$ cat config.mk
export PLATFORM = sky130hd
export DESIGN_NAME = cam_capture_flat
export DESIGN_NICKNAME = d
export VERILOG_FILES = /design/src/rtl/cam_pkg.sv /design/src/rtl/cam_capture_if.sv /design/src/rtl/cam_px_pack.sv /design/src/rtl/cam_capture.sv /design/src/flat_wrapper.sv
export SDC_FILE = /design/constraint.sdc
export NUM_CORES = 1
export LEC_CHECK = 0
export ABC_AREA = 1
export BUFFER_PORTS_ARGS = -buffer_cell sky130_fd_sc_hd__buf_2
export CORE_MARGIN = 2
export CORE_UTILIZATION = 50
export CTS_CLUSTER_DIAMETER = 60
export DETAILED_ROUTE_END_ITERATION = 6
export PLACE_DENSITY = 0.7
export REMOVE_ABC_BUFFERS = 1
export SLEW_MARGIN = 30
export SYNTH_ARGS = -nofsm -noshare
export SYNTH_HDL_FRONTEND = slang
export SYNTH_SLANG_ARGS = --single-unit
$ cat constraint.sdc
create_clock -name PCLK -period 2.1 [get_ports PCLK]
set_clock_uncertainty 0.05 [all_clocks]
set_input_delay 0.42 -clock PCLK [delete_from_list [all_inputs] [get_ports PCLK]]
set_output_delay 0.42 -clock PCLK [all_outputs]
set_load 0.01 [all_outputs]
$ cat src/rtl/cam_pkg.sv
// Shared types and helpers for the camera capture engine: FSM states,
// pixel-format codes and the counter-width calculation.
package cam_pkg;

    typedef enum logic [1:0] {
        ST_IDLE    = 2'd0,
        ST_CAPTURE = 2'd1,
        ST_DONE    = 2'd2
    } cam_state_t;

    localparam logic FMT_RGB444 = 1'b0;
    localparam logic FMT_RGB565 = 1'b1;

    // Bits needed to hold 0..maxVal inclusive; counters must reach the limit itself.
    function automatic int cntWidth(input int maxVal);
        int w;
        w = 1;
        for (int i = 1; i < 32; i++) begin
            if ((1 << w) <= maxVal) w = w + 1;
        end
        return w;
    endfunction

endpackage

$ cat src/rtl/cam_capture_if.sv
// Frame-buffer write port: registered address, data and one-cycle strobe.
interface cam_capture_if #(
    parameter int AW = 15,
    parameter int DW = 3
);
    logic [AW-1:0] mem_px_addr;
    logic [DW-1:0] mem_px_data;
    logic          px_wr;

    modport master (
        output mem_px_addr,
        output mem_px_data,
        output px_wr
    );

    modport slave (
        input mem_px_addr,
        input mem_px_data,
        input px_wr
    );
endinterface

$ cat src/rtl/cam_px_pack.sv
// Combinational pixel packer: two camera bytes to {R,G,B}, keeping the
// top CW bits of each colour field.
module cam_px_pack
    import cam_pkg::*;
#(
    parameter int CW = 1
) (
    input  logic [7:0]      byte0,
    input  logic [7:0]      byte1,
    input  logic            fmt_r,
    output logic [3*CW-1:0] pixel
);

    logic [3:0] w_r444;
    logic [3:0] w_g444;
    logic [3:0] w_b444;
    logic [4:0] w_r565;
    logic [5:0] w_g565;
    logic [4:0] w_b565;
    logic       w_unusedBits;

    assign w_r444 = byte0[3:0];
    assign w_g444 = byte1[7:4];
    assign w_b444 = byte1[3:0];
    assign w_r565 = byte0[7:3];
    assign w_g565 = {byte0[2:0], byte1[7:5]};
    assign w_b565 = byte1[4:0];

    // Low field bits are discarded by design at small CW.
    assign w_unusedBits = ^{w_r444, w_g444, w_b444, w_r565, w_g565, w_b565};

    always_comb begin
        pixel = {w_r444[3 -: CW], w_g444[3 -: CW], w_b444[3 -: CW]};
        if (fmt_r == FMT_RGB565) begin
            pixel = {w_r565[4 -: CW], w_g565[5 -: CW], w_b565[4 -: CW]};
        end
    end

endmodule

$ cat src/rtl/cam_capture.sv
// Camera capture engine: turns the two-bytes-per-pixel sensor stream into
// packed pixels written line-aligned into the frame buffer, in the PCLK domain.
module cam_capture
    import cam_pkg::*;
#(
    parameter int AW      = 15,
    parameter int CW      = 1,
    parameter int DW      = 3 * CW,
    parameter int H_PIX   = 160,
    parameter int V_LINES = 120
) (
    input  logic       PCLK,
    input  logic       rst,
    input  logic [7:0] D,
    input  logic       VSYNC,
    input  logic       HREF,
    input  logic       fmt,
    cam_capture_if.master memIf,
    output logic       busy,
    output logic       frame_done,
    output logic       frame_err
);

    localparam int COL_W  = cntWidth(H_PIX);
    localparam int LINE_W = cntWidth(V_LINES);
    localparam logic [COL_W-1:0]  COL_END   = COL_W'(H_PIX);
    localparam logic [LINE_W-1:0] LINE_END  = LINE_W'(V_LINES);
    localparam logic [AW-1:0]     LINE_STEP = AW'(H_PIX);

    cam_state_t        r_state, w_nextState;
    logic              r_vsyncQ, r_hrefQ;
    logic              r_fmt, w_fmt;
    logic              r_phase, w_phase;
    logic [7:0]        r_byte0, w_byte0;
    logic [COL_W-1:0]  r_col, w_col;
    logic [LINE_W-1:0] r_line, w_line;
    logic [LINE_W-1:0] w_lineNext;
    logic [AW-1:0]     r_lineBase, w_lineBase;
    logic [AW-1:0]     r_addr, w_addr;
    logic [DW-1:0]     r_data, w_data;
    logic              r_wr, w_wr;
    logic              r_frameErr, w_frameErr;
    logic              w_frameStart, w_hrefFall;
    logic [DW-1:0]     w_pixel;

    cam_px_pack #(.CW(CW)) u_pack (
        .byte0 (r_byte0),
        .byte1 (D),
        .fmt_r (r_fmt),
        .pixel (w_pixel)
    );

    assign w_frameStart = r_vsyncQ & ~VSYNC;
    assign w_hrefFall   = r_hrefQ & ~HREF;
    assign w_lineNext   = r_line + 1'b1;

    // State and datapath registers; a running line base replaces line*H_PIX.
    always_ff @(posedge PCLK or posedge rst) begin
        if (rst) begin
            r_state    <= ST_IDLE;
            r_vsyncQ   <= 1'b0;
            r_hrefQ    <= 1'b0;
            r_fmt      <= 1'b0;
            r_phase    <= 1'b0;
            r_byte0    <= '0;
            r_col      <= '0;
            r_line     <= '0;
            r_lineBase <= '0;
            r_addr     <= '0;
            r_data     <= '0;
            r_wr       <= 1'b0;
            r_frameErr <= 1'b0;
        end else begin
            r_state    <= w_nextState;
            r_vsyncQ   <= VSYNC;
            r_hrefQ    <= HREF;
            r_fmt      <= w_fmt;
            r_phase    <= w_phase;
            r_byte0    <= w_byte0;
            r_col      <= w_col;
            r_line     <= w_line;
            r_lineBase <= w_lineBase;
            r_addr     <= w_addr;
            r_data     <= w_data;
            r_wr       <= w_wr;
            r_frameErr <= w_frameErr;
        end
    end

    // Next-state logic; an early VSYNC wins over a byte in the same cycle.
    always_comb begin
        w_nextState = r_state;
        w_fmt       = r_fmt;
        w_phase     = r_phase;
        w_byte0     = r_byte0;
        w_col       = r_col;
        w_line      = r_line;
        w_lineBase  = r_lineBase;
        w_addr      = r_addr;
        w_data      = r_data;
        w_wr        = 1'b0;
        w_frameErr  = r_frameErr;

        unique case (r_state)
            ST_IDLE: begin
                if (w_frameStart) begin
                    w_fmt       = fmt;
                    w_frameErr  = 1'b0;
                    w_phase     = 1'b0;
                    w_col       = '0;
                    w_line      = '0;
                    w_lineBase  = '0;
                    w_nextState = ST_CAPTURE;
                end
            end

            ST_CAPTURE: begin
                if (VSYNC) begin
                    w_frameErr  = 1'b1;
                    w_nextState = ST_DONE;
                end else if (HREF) begin
                    if (!r_phase) begin
                        w_byte0 = D;
                        w_phase = 1'b1;
                    end else begin
                        w_phase = 1'b0;
                        if (r_col < COL_END) begin
                            w_wr   = 1'b1;
                            w_addr = r_lineBase + AW'(r_col);
                            w_data = w_pixel;
                            w_col  = r_col + 1'b1;
                        end else begin
                            w_frameErr = 1'b1;
                        end
                    end
                end else if (w_hrefFall) begin
                    if ((r_col != COL_END) || r_phase) w_frameErr = 1'b1;
                    w_col      = '0;
                    w_phase    = 1'b0;
                    w_line     = w_lineNext;
                    w_lineBase = r_lineBase + LINE_STEP;
                    if (w_lineNext == LINE_END) w_nextState = ST_DONE;
                end
            end

            ST_DONE: begin
                w_nextState = ST_IDLE;
            end

            default: begin
                w_nextState = ST_IDLE;
            end
        endcase
    end

    assign memIf.mem_px_addr = r_addr;
    assign memIf.mem_px_data = r_data;
    assign memIf.px_wr       = r_wr;
    assign busy              = (r_state == ST_CAPTURE);
    assign frame_done        = (r_state == ST_DONE);
    assign frame_err         = r_frameErr;

endmodule

$ cat src/flat_wrapper.sv
// flat-port wrapper written by rule: the top's interface ports become plain ports
module cam_capture_flat import cam_pkg::*;
#(
    parameter int AW      = 15,
    parameter int CW      = 1,
    parameter int DW      = 3 * CW,
    parameter int H_PIX   = 160,
    parameter int V_LINES = 120
)
  (PCLK, rst, D, VSYNC, HREF, fmt, busy, frame_done, frame_err, memIf_mem_px_addr, memIf_mem_px_data, memIf_px_wr);
  cam_capture_if #(.AW(AW), .DW(DW)) memIf_i ();
  input  logic PCLK;
  input  logic rst;
  input  logic [7:0] D;
  input  logic VSYNC;
  input  logic HREF;
  input  logic fmt;
  output logic busy;
  output logic frame_done;
  output logic frame_err;
  output wire logic [$bits(memIf_i.mem_px_addr)-1:0] memIf_mem_px_addr;
  output wire logic [$bits(memIf_i.mem_px_data)-1:0] memIf_mem_px_data;
  output wire logic [$bits(memIf_i.px_wr)-1:0] memIf_px_wr;
  assign memIf_mem_px_addr = memIf_i.mem_px_addr;
  assign memIf_mem_px_data = memIf_i.mem_px_data;
  assign memIf_px_wr = memIf_i.px_wr;
  cam_capture #(.AW(AW), .CW(CW), .DW(DW), .H_PIX(H_PIX), .V_LINES(V_LINES)) u_core (.PCLK(PCLK), .rst(rst), .D(D), .VSYNC(VSYNC), .HREF(HREF), .fmt(fmt), .memIf(memIf_i), .busy(busy), .frame_done(frame_done), .frame_err(frame_err));
endmodule
=== Yosys cells after proc, flatten, opt, wreduce, memory -nomap -nowiden ===
Index checks and enable logic that the tools add are counted.

* Flip-flop bits (word level): 64
* Latch bits: 0
* RAM bits: 0
* ROM bits: 0
* Logic and storage cells: 94
* Memories: 0

* Add/sub/neg operators: 4
* Multipliers: 0
* Divide/modulo/power cells: 0
* Order comparisons: 1
* Equality and inequality tests: 18
* Shift operators: 0
* Multiplexer cells: 42
* Bitwise operators: 5
* Reductions and logical operators: 11

{| class="wikitable"
|+ Operator list
! kind !! count
|-
| 15-bit 2-to-1 mux || 4
|-
| 8-bit 2-to-1 mux || 6
|-
| 15-bit case mux with 2 select lines || 1
|-
| 7-bit 2-to-1 mux || 4
|-
| 1-bit 2-to-1 mux || 16
|-
| 8-bit case mux with 2 select lines || 1
|-
| 15-bit by 8-bit adder with 15-bit output || 1
|-
| 15-bit by 8-bit adder with 15-bit output (second input constant) || 1
|-
| 3-bit by 2-bit inequality test with 1-bit output (second input constant) || 5
|-
| 7-bit case mux with 2 select lines || 1
|-
| 4-bit by 3-bit inequality test with 1-bit output (second input constant) || 3
|-
| 4-bit AND reduction || 3
|-
| 6-bit AND reduction || 2
|-
| 2-bit 2-to-1 mux || 5
|-
| 5-bit AND reduction || 2
|-
| 8-bit by 1-bit adder with 8-bit output (second input constant) || 1
|-
| 8-bit less-than comparator (second input constant) || 1
|-
| 8-bit inequality test (second input constant) || 1
|-
| 7-bit by 1-bit adder with 7-bit output (second input constant) || 1
|-
| 7-bit == test (second input constant) || 1
|-
| 2-bit by 1-bit inequality test with 1-bit output (second input constant) || 2
|-
| 2-bit inequality test (second input constant) || 2
|-
| 4-bit inequality test (second input constant) || 1
|-
| 1-bit case mux with 2 select lines || 2
|-
| other kinds (11) || 14
|}

=== Longest topological paths before layout ===
Gate-level depths: netlist of run 1.

* Depth after elaboration: 7
* Mapped depth: 10
* Mapped depth without buffers: 10

=== By module ===
Synthesis of run 1 repeated with hierarchy kept, for this count alone.

* Cells, all modules: 391
* Area, all modules: 3229.3 µm²

{| class="wikitable"
|+ Modules (own cells, without submodules)
! module !! instances !! cells an instance !! area each (µm²)
|-
| cam_capture || 1 || 381 || 3191.8
|-
| cam_px_pack || 1 || 10 || 37.5
|}

=== Least setup slack after synthesis of run 1 ===
No wires, ideal clock.

* Path type: reg-to-reg
* Start point: register u_core.r_lineBase[6]
* End point: register u_core.r_addr[10] (netlist: u_core.memIf.mem_px_addr[10])
* Setup time: 0.117 ns
* Arrival: 1.469 ns
* Data required time: 1.933 ns
* Path slack: 0.463 ns
* Stages on the path, launching flop included: 10
* Buffers on the path: 0
* Path through: dfrtp_1 -> ha_1 -> a21oi_1 -> nor2_1 -> nor2_1 -> nand2_1 -> nand2_1 -> nand2_1 -> nand3_1 -> nand2_1

* Longest elaborated chain between the ends: 1

{| class="wikitable"
|+ Ends and longest elaborated chain
! element !! RTL line !! text
|-
| start, declared || cam_capture.sv:38 || <nowiki>logic [AW-1:0] r_lineBase, w_lineBase;</nowiki>
|-
| start signal, assigned || cam_capture.sv:82 || <nowiki>r_lineBase <= w_lineBase;</nowiki>
|-
| 15-bit by 8-bit adder with 15-bit output || cam_capture.sv:129 || <nowiki>w_addr = r_lineBase + AW'(r_col);</nowiki>
|-
| end signal, assigned || cam_capture.sv:83 || <nowiki>r_addr <= w_addr;</nowiki>
|-
| end, declared || cam_capture.sv:39 || <nowiki>logic [AW-1:0] r_addr, w_addr;</nowiki>
|}

Every way passes these cells.
A chain may end at the register's enable or synchronous reset.

=== Worst setup path after layout of run 1 ===
Ends and elaborated chain as after synthesis.

==> reports/qor.csv, run 1 <==
metric,value,unit
startpoint_type,flip-flop,
path_clk_slew,0.10,ns
worstSkewPairLatency,0.31,ns
p_leak,1.71,nW
met3_usage,3.44,%
grt_start_max_net_pins,55,
ys_top_cells_by_area,"dfrtp_1, nand2_1, inv_1",
cp_max_fo,5,
yosys_warnings,0,
synth-seq-area-share,45.8,%
route.detailed.drc,0,
synth_top_area_share,45.8,%
design.die.area,6540,sq um
grtUsageMet2,33.7,%
min_period,1.87,ns
timing.rr.end,u_core.memIf.mem_px_addr[10],
ys_seq_elements,54,
fin_tns_setup,0,ns
synth_most_common_cell,nand2_1,
grt_first_pass_wirelength,10400,um
synth_ff_type,dfrtp_1,
ios,35,
grt_pass1_vias,2358,
synth_enable_flop_cells,0,
peakVddDrop,416,uV
fin_area,3260,sq um
fmaxAchievable,0.535,GHz
hp-class,input port to asynchronous set/reset pin,
outcome,completed,
combPwrFrac,27.4,%
syn_inst,379,
p_int,1.77,mW
die_h,80.9,um
core_area,5610,sq um
post_cts_buffers,0,
period_share,89.0,%
cp.arrival,2.02,ns
overflow,0,
grtUsageTotal,20.3,%
wl,5990,um
n_antenna_cell,0,
rows,27,
synth_cell_types,33,
cts_root_buf,clkbuf_8,
initial_core_util,52.7,%
port_buffers,30,
dr_total_vias,2482,
cts.sinks,54,
setup_violations,0,
rsz0062_at_grt,false,
gp_congestion,0.831,
viasPerCell,5.11,
worst_ep_required_time,2.26,ns
powerDensity,849,nW/um^2
yosysTopAreaCell,dfrtp_1,
die_x,80.9,um
grtUsageMet1,27.3,%
end_kind,flip-flop,
timing_worst_setup_path_type,flip-flop to flip-flop,
finalHoldViolCount,0,
drtIter0Drc,136,
cts_buffers,5,
antenna_found_initial,0,
postPlaceCellArea,3160,sq um
crit_end,u_core.memIf.mem_px_addr[10],
hpwlAfterDp,4390,um
p_sw_share,36.2,%
drt.antenna.violating_nets,0,
firstDrtPassIters,4,
area_delta_synth_final,10.4,%
ctsLongestPathBuffers,2,
drive_above_1_share,15.5,%
cts_tree,done,
ff2ff_path_depth,9,
pwr-share-clk,21.9,%
worst_setup_path_startpoint,u_core.r_lineBase[6],
fin_nets,434,
power_frac_seq,50.7,%
synthTopCellsByCount,"nand2_1, dfrtp_1, inv_1",
maxCapViolCount,0,
r2r_setup_slack,0.23,ns
h-tree-depth,2,
p_sw,1.00,mW
avgSynthCellArea,7.79,sq um
busiest_layer,met2,
async_flop_share,100,%
slew_violations,0,
syn_area,2950,sq um
wl_per_cell,12.3,um
r2r-start,u_core.r_lineBase[6],
## cell type report
| class | instances | area [sq um] |
|---|---|---|
| clock buffers | 5 | 68.8 |
| clock inverters | 3 | 26.3 |
| fillers | 541 | 2350 |
| inverters | 47 | 176 |
| multi-input cells | 269 | 1340 |
| flip-flops and latches | 54 | 1350 |
| well taps | 72 | 90.1 |
| repair buffers | 36 | 208 |
## metrics by stage
stage | cells | setup slack, ns | hold WS [ns] | power (mW) | util [%]
final | 486 | 0.231 | 0.109 | 2.77 | 58.1
after global routing | 486 | 0.0509 | 0.129 | 2.98 | 58.1
after CTS | 486 | 0.182 | 0.117 | 2.80 | 58.1
after detailed placement | 478 | 0.199 | 0.404 | 2.19 | 56.4
after global placement | 478 | 0.229 | 0.399 | 2.17 | 56.4
after floorplan | 370 | 0.0415 | 0.398 | 1.91 | -
## critical path: stages, from the launching register on
cell	delay, ns
dfrtp_1	0.45
ha_1	0.35
a21oi_2	0.21
nor2_1	0.08
nor2_1	0.19
nand2_1	0.19
nand2_1	0.10
nand2_1	0.05
nand3_1	0.06
nand2_1	0.05
## routing by layer
layer  share of wire [%]  vias up
met2                  47       59
met5                   0        -
met3                 4.9        6
met4                 1.0        0
li1                    -     1281
met1                  47     1136
## flip-flops by register name, indices dropped and copies added (netlist names), 2 cells and up
signal / flops
u_core.memIf.mem_px_addr: 15
u_core.r_lineBase: 10
u_core.r_col: 8
u_core.r_line: 7
u_core.memIf.mem_px_data: 3
u_core.r_byte0: 3
u_core.r_state: 2
## cells in the final DEF, fill, tap and decap left out, drive strengths merged, types with 2 or more instances in the layout
cell type	n
dfrtp	54
nand2	128
o21ai	35
xnor2	2
a21oi	6
buf	36
nand3	31
nor2	27
o22ai	2
inv	47
nand4	9
ha	8
nor3	6
xor2	5
clkbuf	5
clkinv	3
## kinds of logic after synthesis
family	Yosys count	synth area share, %
AND/OR/NAND/NOR	203	29.7
XOR/XNOR	7	2.08
flip-flops	54	45.8
other	1	0.127
AO/OA/AOI/OAI	49	9.49
multiplexers	1	0.381
adder cells (fa/ha/maj)	8	3.39
buffers and inverters	56	9.03
## how the worst min path moves through the flow
stage / startpoint / to / slack [ns] / cells past startpoint
finish: rst / u_core.memIf.mem_px_addr[14] / 0.11 / 3
detailed placement: u_core.memIf.mem_px_data[1] / u_core.memIf.mem_px_data[1] / 0.40 / 2
global route: rst / u_core.memIf.mem_px_addr[11] / 0.13 / 3
CTS: rst / u_core.memIf.mem_px_addr[6] / 0.12 / 3
floorplan: u_core.r_byte0[3] / u_core.r_byte0[3] / 0.40 / 2
global placement: u_core.memIf.mem_px_data[0] / u_core.memIf.mem_px_data[0] / 0.40 / 2
## what timing repair did
| item | in CTS | in global routing |
|---|---|---|
| endpoints found under the hold margin | 0 | 0 |
| resized for setup | 0 | 2 |
| setup endpoints to repair | 0 | 3 |
| hold buffers | 0 | 0 |
## power by group through the flow
stage	sequential [mW]	combinational (mW)	clock (mW)
3_3_place_gp	1.42	0.752	0
6_report	1.40	0.759	0.606
2_1_floorplan	1.44	0.478	0
5_1_grt	1.44	0.878	0.665
3_5_place_dp	1.43	0.764	0
4_1_cts	1.40	0.769	0.626
Note: power is estimated with default switching activity, not from simulation.
==> run 2, diff against run 1 <==
Settings changed: CELL_PAD_IN_SITES_DETAIL_PLACEMENT from default to 0, CELL_PAD_IN_SITES_GLOBAL_PLACEMENT from default to 1, CORE_UTILIZATION 50 to 44, PLACE_DENSITY 0.7 to default, PLACE_DENSITY_LB_ADDON from default to 0.1, SYNTH_HIERARCHICAL from default to 1, TNS_END_PERCENT from default to 5.
==> reports/qor.csv, run 2 <==
metric,value,unit,change
fill_cells,700,,+29%
powerDensity,794,nW/um^2,-6.5%
antenna_found_initial,0,,unchanged
fin_nets,437,,+0.69%
fmaxAchievable,0.566,GHz,+5.8%
min_period,1.77,ns,-0.102 ns
final_common_cell,nand2_1,,
maxCapViolCount,0,,unchanged
worstSkewPairLatency,0.30,ns,about the same
slowest_stage,dfrtp_1,,
wl,6190,um,+3.3%
end_kind,flip-flop,,
wl_per_cell,12.5,um,+1.2%
n_antenna_cell,0,,unchanged
drt.antenna.violating_nets,0,,unchanged
gp_congestion,0.796,,-4.1%
firstDrtPassIters,4,,unchanged
tightest_slew,0.530,ns,
outcome,completed,,
hpwlAfterDp,4550,um,+3.5%
cp_max_fo,16,,+11
combPwrFrac,24.2,%,-3.2 points
design.die.area,7610,sq um,+16%
cp.arrival,1.96,ns,-0.06 ns
cts_resized,0,,unchanged
rsz0062_at_grt,false,,
p_int,1.81,mW,+2.8%
cts.sinks,54,,unchanged
rows,30,,+11%
finalHoldViolCount,0,,unchanged
drtIter0Drc,131,,-3.7%
core_area,6760,sq um,+20%
ff2ff_path_depth,9,,unchanged
drive_above_1_share,18.3,%,+2.8 points
dr_total_vias,2456,,-1.0%
p_sw_share,32.6,%,-3.6 points
hp-class,input port to asynchronous set/reset pin,,
final_cell_mix,"nand2_1, dfrtp_1, inv_1, buf_2, nand3_1",,
postPlaceCellArea,3280,sq um,+3.8%
initial_core_util,45.1,%,-7.5 points
grt_start_max_net_pins,32,,-42%
die_x,87.2,um,+7.9%
cts_tree,done,,
crit_chain,nor2_8 > nand2_1 > nand2_4 > nand2_4 > inv_4 > nand2_2 > inv_2 > nand2_1 > o21ai_1,,
ios,35,,unchanged
largest_register_ffs,15,,unchanged
seqCellArea,1350,sq um,unchanged
worst_ep_required_time,2.29,ns,+0.03 ns
cts_buffers,5,,unchanged
slew_headroom,64.6,%,
period_share,84.1,%,-4.8 points
area_delta_synth_final,11.2,%,
slew_violations,0,,unchanged
power_frac_seq,50.0,%,-0.7 points
grt_first_pass_wirelength,10900,um,+4.4%
timing_worst_setup_path_type,flip-flop to flip-flop,,
syn_area,3050,sq um,+3.2%
startpoint_type,flip-flop,,
overflow,0,,unchanged
cp_top_family,simple AND/OR/NAND/NOR gates,,
ctsLongestPathBuffers,2,,unchanged
post_cts_buffers,0,,unchanged
peakVddDrop,432,uV,+3.7%
grt_pass1_vias,2311,,-2.0%
r2r-start,u_core/r_state[1],,
avgSynthCellArea,8.00,sq um,+2.7%
yosys_warnings,6,,+6
h-tree-depth,2,,unchanged
crit_buf_inv,2,,+2
r2r_setup_slack,0.33,ns,+0.10 ns
cts_root_buf,clkbuf_8,,
pwr-share-clk,25.8,%,+3.9 points
multi_input_area,1490,sq um,+11%
route.detailed.drc,0,,unchanged
hold_buffers,0,,unchanged
syn_inst,381,,+0.53%
die_h,87.2,um,+7.9%
fin_area,3390,sq um,+4.0%
max_stage_delay,0.47,ns,+0.02 ns
fin_tns_setup,0,ns,unchanged
setup_violations,0,,unchanged
grtUsageTotal,18.0,%,-2.3 points
viasPerCell,4.95,,-3.0%
timing.rr.end,u_core/r_line[3],,
p_leak,1.75,nW,+2.1%
port_buffers,30,,unchanged
worst_setup_path_startpoint,u_core/r_state[1],,
path_clk_slew,0.10,ns,about the same
p_sw,0.878,mW,-12%
[run 2: how the worst max path moves through the flow]
stage | endpoint | slack, ns | cells after the start
after detailed placement | u_core/r_line[3] | 0.35 | 10
after global placement | u_core/r_line[5] | 0.37 | 9
after CTS | u_core/r_line[3] | 0.34 | 9
after floorplan | u_core/frame_err | 0.32 | 1
after global routing | u_core/memIf.mem_px_addr[12] | 0.20 | 9
final | u_core/r_line[3] | 0.33 | 9
[run 2: routing by layer]
| layer | GRT usage, % | wire, um |
|---|---|---|
| met1 | 24.6 | 3050 |
| met2 | 29.5 | 2860 |
| met3 | 3.22 | 159 |
| met4 | 5.17 | 108 |
| met5 | 0 | 0 |
[run 2: area by class of cell]
cell class                 instances  share of cell area, %
timing repair buffer              34                   5.68
clock inverter                     2                   1.11
multi-input combinational        281                   43.9
tap                               80                   2.95
inverter                          39                   4.39
sequential                        54                   39.9
clock buffer                       6                   2.14
[run 2: power groups by stage]
stage / Combinational (mW) / Sequential, mW / Clock, mW
floorplan: 0.422 / 1.38 / 0
global placement: 0.652 / 1.36 / 0
detailed placement: 0.660 / 1.37 / 0
CTS: 0.664 / 1.35 / 0.729
global route: 0.755 / 1.37 / 0.770
finish: 0.652 / 1.35 / 0.694
[run 2: per-stage QoR]
| step | utilization (%) | power, mW | worst slack, ns | hold slack, ns | std cells |
|---|---|---|---|---|---|
| 2_1_floorplan | - | 1.80 | 0.315 | 0.401 | 374 |
| 3_3_place_gp | 48.6 | 2.01 | 0.365 | 0.400 | 488 |
| 3_5_place_dp | 48.6 | 2.03 | 0.347 | 0.404 | 488 |
| 4_1_cts | 50.2 | 2.74 | 0.337 | 0.108 | 496 |
| 5_1_grt | 50.2 | 2.90 | 0.196 | 0.127 | 496 |
| 6_report | 50.2 | 2.69 | 0.333 | 0.0932 | 496 |
[run 2: worst register-to-register path, delay by kind of cell (launching register included)]
kind / cells / cell delay [ns]
AND/OR/NAND/NOR: 6 / 0.82
buffers and inverters: 2 / 0.30
AO/OA/AOI/OAI: 1 / 0.07
flip-flops: 1 / 0.47
